File: src/rtl/uart_pkg.sv
// Shared UART definitions: parity mode encodings, receiver state encoding and
// the default bit period. Shared by the receiver and the matching transmitter.
package uart_pkg;

  localparam int unsigned PARITY_NONE          = 0;
  localparam int unsigned PARITY_EVEN          = 1;
  localparam int unsigned PARITY_ODD           = 2;
  localparam int unsigned DEFAULT_CLKS_PER_BIT = 27;

  typedef enum logic [2:0] {
    RX_IDLE,
    RX_START,
    RX_DATA,
    RX_PARITY,
    RX_STOP
  } rx_state_e;

endpackage

File: src/rtl/uart_sync2.sv
// Two-flop synchroniser for an asynchronous single-bit input, with a
// configurable reset value so an idle-high line does not fake an edge.
module uart_sync2 #(
  parameter logic RST_VAL = 1'b1
) (
  input  logic clk,
  input  logic rst,
  input  logic d,
  output logic q
);

  logic meta_q, meta_d;
  logic sync_q, sync_d;

  always_comb begin
    meta_d = d;
    sync_d = meta_q;
  end

  always_ff @(posedge clk) begin
    if (rst) begin
      meta_q <= RST_VAL;
      sync_q <= RST_VAL;
    end else begin
      meta_q <= meta_d;
      sync_q <= sync_d;
    end
  end

  assign q = sync_q;

endmodule

File: src/rtl/uart_rx_param.sv
// Parametrised UART receiver: mid-bit sampling, start-glitch rejection,
// parity/framing flags and a one-word holding register with overrun detect.
module uart_rx_param
  import uart_pkg::*;
#(
  parameter int unsigned CLKS_PER_BIT = DEFAULT_CLKS_PER_BIT,
  parameter int unsigned DATA_BITS    = 8,
  parameter int unsigned PARITY_MODE  = PARITY_EVEN,
  parameter int unsigned STOP_BITS    = 1,
  parameter int unsigned MSB_FIRST    = 1
) (
  input  logic                 clk_3125,
  input  logic                 rst,
  input  logic                 rx,
  output logic [DATA_BITS-1:0] rx_data,
  output logic                 rx_valid,
  input  logic                 rx_ready,
  output logic                 rx_parity_err,
  output logic                 rx_frame_err,
  output logic                 rx_overrun,
  output logic                 rx_busy
);

  localparam int unsigned CNT_W = $clog2(CLKS_PER_BIT);
  localparam int unsigned HALF  = CLKS_PER_BIT / 2;
  localparam int unsigned BIT_W = $clog2(DATA_BITS + 1);

  localparam logic [CNT_W-1:0] HALF_M1   = CNT_W'(HALF - 1);
  localparam logic [CNT_W-1:0] BIT_END   = CNT_W'(CLKS_PER_BIT - 1);
  localparam logic [BIT_W-1:0] LAST_BIT  = BIT_W'(DATA_BITS - 1);
  localparam logic             LAST_STOP = 1'(STOP_BITS - 1);

  logic rx_s;

  uart_sync2 #(.RST_VAL(1'b1)) u_sync (
    .clk (clk_3125),
    .rst (rst),
    .d   (rx),
    .q   (rx_s)
  );

  rx_state_e            state_q, state_d;
  logic [CNT_W-1:0]     cnt_q, cnt_d;
  logic [BIT_W-1:0]     bit_cnt_q, bit_cnt_d;
  logic                 stop_cnt_q, stop_cnt_d;
  logic [DATA_BITS-1:0] shreg_q, shreg_d;
  logic                 pe_q, pe_d;
  logic                 fe_q, fe_d;
  logic                 break_wait_q, break_wait_d;
  logic [DATA_BITS-1:0] data_q, data_d;
  logic                 valid_q, valid_d;
  logic                 perr_q, perr_d;
  logic                 ferr_q, ferr_d;
  logic                 overrun_q, overrun_d;
  logic                 busy_q, busy_d;

  logic                 bit_tick;
  logic                 commit;
  logic                 fe_commit;

  // Frame FSM and bit timer
  always_comb begin
    state_d      = state_q;
    cnt_d        = cnt_q + CNT_W'(1);
    bit_cnt_d    = bit_cnt_q;
    stop_cnt_d   = stop_cnt_q;
    shreg_d      = shreg_q;
    pe_d         = pe_q;
    fe_d         = fe_q;
    break_wait_d = break_wait_q & ~rx_s;
    commit       = 1'b0;
    fe_commit    = fe_q;
    bit_tick     = (cnt_q == BIT_END);

    case (state_q)
      RX_IDLE: begin
        cnt_d      = '0;
        bit_cnt_d  = '0;
        stop_cnt_d = 1'b0;
        pe_d       = 1'b0;
        fe_d       = 1'b0;
        // After a break the line must return high before a new start counts
        if (!rx_s && !break_wait_q) state_d = RX_START;
      end
      RX_START: begin
        if (cnt_q == HALF_M1) begin
          cnt_d   = '0;
          state_d = rx_s ? RX_IDLE : RX_DATA;
        end
      end
      RX_DATA: begin
        if (bit_tick) begin
          cnt_d     = '0;
          bit_cnt_d = bit_cnt_q + BIT_W'(1);
          if (MSB_FIRST != 0) shreg_d = {shreg_q[DATA_BITS-2:0], rx_s};
          else                shreg_d = {rx_s, shreg_q[DATA_BITS-1:1]};
          if (bit_cnt_q == LAST_BIT)
            state_d = (PARITY_MODE == PARITY_NONE) ? RX_STOP : RX_PARITY;
        end
      end
      RX_PARITY: begin
        if (bit_tick) begin
          cnt_d   = '0;
          state_d = RX_STOP;
          if (PARITY_MODE == PARITY_ODD) pe_d = (rx_s != ~^shreg_q);
          else                           pe_d = (rx_s != ^shreg_q);
        end
      end
      RX_STOP: begin
        if (bit_tick) begin
          cnt_d      = '0;
          stop_cnt_d = stop_cnt_q + 1'b1;
          fe_d       = fe_q | ~rx_s;
          fe_commit  = fe_q | ~rx_s;
          if (stop_cnt_q == LAST_STOP) begin
            commit       = 1'b1;
            break_wait_d = ~rx_s;
            state_d      = RX_IDLE;
          end
        end
      end
      default: state_d = RX_IDLE;
    endcase
  end

  // Holding register and handshake
  always_comb begin
    data_d    = data_q;
    valid_d   = valid_q;
    perr_d    = perr_q;
    ferr_d    = ferr_q;
    overrun_d = 1'b0;
    busy_d    = (state_d != RX_IDLE);

    if (valid_q && rx_ready) valid_d = 1'b0;
    if (commit) begin
      if (valid_q && !rx_ready) begin
        overrun_d = 1'b1;
      end else begin
        valid_d = 1'b1;
        data_d  = shreg_q;
        perr_d  = pe_q;
        ferr_d  = fe_commit;
      end
    end
  end

  always_ff @(posedge clk_3125) begin
    if (rst) begin
      state_q      <= RX_IDLE;
      cnt_q        <= '0;
      bit_cnt_q    <= '0;
      stop_cnt_q   <= 1'b0;
      shreg_q      <= '0;
      pe_q         <= 1'b0;
      fe_q         <= 1'b0;
      break_wait_q <= 1'b0;
      data_q       <= '0;
      valid_q      <= 1'b0;
      perr_q       <= 1'b0;
      ferr_q       <= 1'b0;
      overrun_q    <= 1'b0;
      busy_q       <= 1'b0;
    end else begin
      state_q      <= state_d;
      cnt_q        <= cnt_d;
      bit_cnt_q    <= bit_cnt_d;
      stop_cnt_q   <= stop_cnt_d;
      shreg_q      <= shreg_d;
      pe_q         <= pe_d;
      fe_q         <= fe_d;
      break_wait_q <= break_wait_d;
      data_q       <= data_d;
      valid_q      <= valid_d;
      perr_q       <= perr_d;
      ferr_q       <= ferr_d;
      overrun_q    <= overrun_d;
      busy_q       <= busy_d;
    end
  end

  assign rx_data       = data_q;
  assign rx_valid      = valid_q;
  assign rx_parity_err = perr_q;
  assign rx_frame_err  = ferr_q;
  assign rx_overrun    = overrun_q;
  assign rx_busy       = busy_q;

endmodule

File: config.mk
export PLATFORM = sky130hd
export DESIGN_NAME = uart_rx_param
export DESIGN_NICKNAME = d
export VERILOG_FILES = /design/src/rtl/uart_pkg.sv /design/src/rtl/uart_sync2.sv /design/src/rtl/uart_rx_param.sv
export SDC_FILE = /design/constraint.sdc
export NUM_CORES = 1
export LEC_CHECK = 0
export BUFFER_PORTS_ARGS = -buffer_cell sky130_fd_sc_hd__buf_4
export CORE_ASPECT_RATIO = 1.75
export CORE_MARGIN = 2
export CORE_UTILIZATION = 25
export DETAILED_ROUTE_END_ITERATION = 10
export SLEW_MARGIN = 15
export SYNTH_ARGS = -nofsm -noshare
export SYNTH_HDL_FRONTEND = slang
export SYNTH_SLANG_ARGS = --single-unit
File: constraint.sdc
create_clock -name clk_3125 -period 1.97 [get_ports clk_3125]
set_clock_uncertainty 0.1 [all_clocks]
set_input_delay 0 -clock clk_3125 [delete_from_list [all_inputs] [get_ports clk_3125]]
set_output_delay 0 -clock clk_3125 [all_outputs]
set_load 0.03 [all_outputs]
==> results.yml <==
critical_path:
  r2r_start: "cnt_q[0]"
  reg2reg_setup_slack_ns: 0.17
  end_kind: "register"
  path_class: "register to register"
  cp.arrival_ns: 1.91
  cp.required_ns: 2.09
  critPathMaxFanout: 11
  critPathLaunchType: "register"
  reg2reg_depth: 7
  rr_endpoint: "bit_cnt_q[0]"
global_routing:
  use_met3_pct: 1.09
  grt_overflow_total: 0
  grt_pass1_vias: 1298
  grt_util_met2_pct: 17.0
  antenna_found_initial: 0
  grt_pass1_wl_um: 5840
  grt_busiest_layer: "met2"
  grt_max_degree: 41
  track_usage_pct: 10.0
  gr-usage-met1_pct: 10.6
synthesis:
  ys.flop_type: "dfxtp_1"
  syn-num-nets: 180
  synth-edff-count: 0
  avgSynthCellArea_um2: 9.88
  synthArstFlopShare_pct: 0
  synth_seq_cells: 39
  yosysSeqAreaShare_pct: 45.9
  ys_types: 37
  synth_area_mm2: 0.00170
  syn_inst: 172
  yosys_warnings: 0
cells_and_area:
  nNetsFinal: 201
  layout_common_cells: "dfxtp_1, nor2_1, buf_4"
  multiInputGateArea_um2: 851
  n_antenna_cell: 0
  seq_area_um2: 781
  stdcell_count: 276
  nFillCells: 703
  drive_gt1_share_pct: 19.6
  utilization_pct: 32.5
  fin_area_mm2: 0.00212
  final_common_cell: "dfxtp_1"
  areaGrowthSynthToFinish_pct: 25.0
routing:
  wire_per_inst_um: 11.8
  wirelength_um: 3240
  drc_errors: 0
  vias: 1276
  drt_iter0_markers: 12
  via_per_inst: 4.62
  dr.pass1.iters: 4
  ant_nets: 0
clock_network:
  clk_latency_ns: 0.28
  cts_sinks: 39
  cts_tree: "yes"
  path_clk_slew_ns: 0.06
  cts_resized: 0
  ctsHtreeMaxLevel: 2
  root_buffer: "clkbuf_16"
  cts_buffer_depth: 2
  cts_inserted_buffers: 5
worst_hold_path:
  hold_path_end: "state_q[2]"
  min_path_cells: 2
  hold_class: "primary input to register"
  min-delay-start: "rst"
pwr:
  irDropWorstVdd_uv: 668
  total_power_mw: 1.78
  p_leak_nw: 0.793
  powerDensity_mw_per_mm2: 839
floorplan:
  start_util_pct: 26.0
  core_mm2: 0.00654
  dieWidth_um: 66.3
  die_area_mm2: 0.00750
  dieHeight_um: 113
  row_count: 39
  io_pins: 17
place:
  dpl-instance-area_mm2: 0.00193
  routabilityCongestion: 0.750
  place_hpwl_um: 2320
  post-place-ws_ns: 0.164
  io_buffers: 16
  placed_cells: 266
sta:
  relSlewSlack_pct: 67.7
  tightest_slew_ns: 0.473
  whs_ns: 0.0322
  max_freq_ghz: 0.556
  setup_tns_ns: 0
  min_period_ns: 1.80
  hold_viol: 0
  setup_viol: 0
  fin_ws_ns: 0.173
  finalCritPeriodShare_pct: 91.2
  rsz0062_at_grt: "false"
  slew_viol_final: 0
run:
  drv_cap: 0
run_status:
  status: "complete, no violations"
==> registers in the layout, summed over array words and instances, names as in the netlist <==
name and cells:
bit_cnt_q 4, break_wait_q 1, cnt_q 5, fe_q 1, pe_q 1, rx_busy 1, rx_data 8, rx_frame_err 1
rx_overrun 1, rx_parity_err 1, rx_valid 1, shreg_q 8, state_q 3, stop_cnt_q 1, u_sync.meta_q 1, u_sync.q 1
==> Yosys cell counts, drive strengths merged (4+ instances only) <==
master | n | area share, %
nor2 | 24 | 5.3
nand3 | 4 | 1.2
mux2i | 17 | 10
a211oi | 4 | 2.1
xnor2 | 7 | 3.6
buf | 5 | 1.8
ha | 4 | 2.9
nand2 | 4 | 0.88
a21oi | 7 | 2.1
clkbuf | 5 | 1.1
inv | 5 | 1.1
nor3 | 10 | 2.9
dfxtp | 39 | 46
==> worst max-delay path by stage <==
stage	cells after the start	to	startpoint
5_1_grt	6	break_wait_q	cnt_q[0]
3_5_place_dp	7	bit_cnt_q[0]	cnt_q[0]
4_1_cts	7	bit_cnt_q[0]	cnt_q[0]
3_3_place_gp	7	bit_cnt_q[0]	cnt_q[0]
2_1_floorplan	5	rx_data[4]	state_q[2]
6_report	7	bit_cnt_q[0]	cnt_q[0]
==> power by group <==
group | total [mW] | leakage [nW] | internal [mW] | switching, mW
Clock | 0.937 | 0.0868 | 0.629 | 0.308
Sequential | 0.798 | 0.315 | 0.794 | 0.00392
Combinational | 0.0487 | 0.391 | 0.0200 | 0.0287
==> area by class of cell <==
cell class	instances	share of cell area [%]
multi-input cells	118	40.0
flip-flops and latches	39	36.7
repair buffers	24	9.31
clock buffers	6	6.54
well taps	82	4.83
clock inverters	2	1.65
inverters	5	0.883
==> routing by layer <==
layer	part of all wire, %	up-vias	wire length, um
met4	4.8	0	157
met1	40	603	1300
met3	2.3	9	74
li1	-	642	-
met2	53	22	1710
met5	0	-	0
==> worst max-delay path, cell delays in order (launching register included) <==
cell and delay [ns]:
dfxtp_1 0.33, inv_1 0.09, ha_1 0.19, nand4b_4 0.17, nor3_1 0.21, buf_4 0.24
mux2_2 0.35, nor2_1 0.07
==> cell families (layout without fill, tap and decap cells) <==
| kind of cell | Yosys count | count (layout) | synth area share (%) |
|---|---|---|---|
| buffers and inverters | 15 | 37 | 3.98 |
| and+or+nand+nor | 65 | 65 | 21.9 |
| adders and majority gates | 4 | 4 | 2.95 |
| DFF | 39 | 39 | 45.9 |
| xor gates and xnor gates | 11 | 11 | 6.48 |
| AOI/OAI and AO/OA | 20 | 20 | 8.10 |
| muxes | 18 | 18 | 10.7 |
==> what timing repair did <==
item	CTS	global route
hold buffers	2	0
hold endpoints to repair	3	0
setup buffers	0	0
Power figures use the tool's default switching activity.
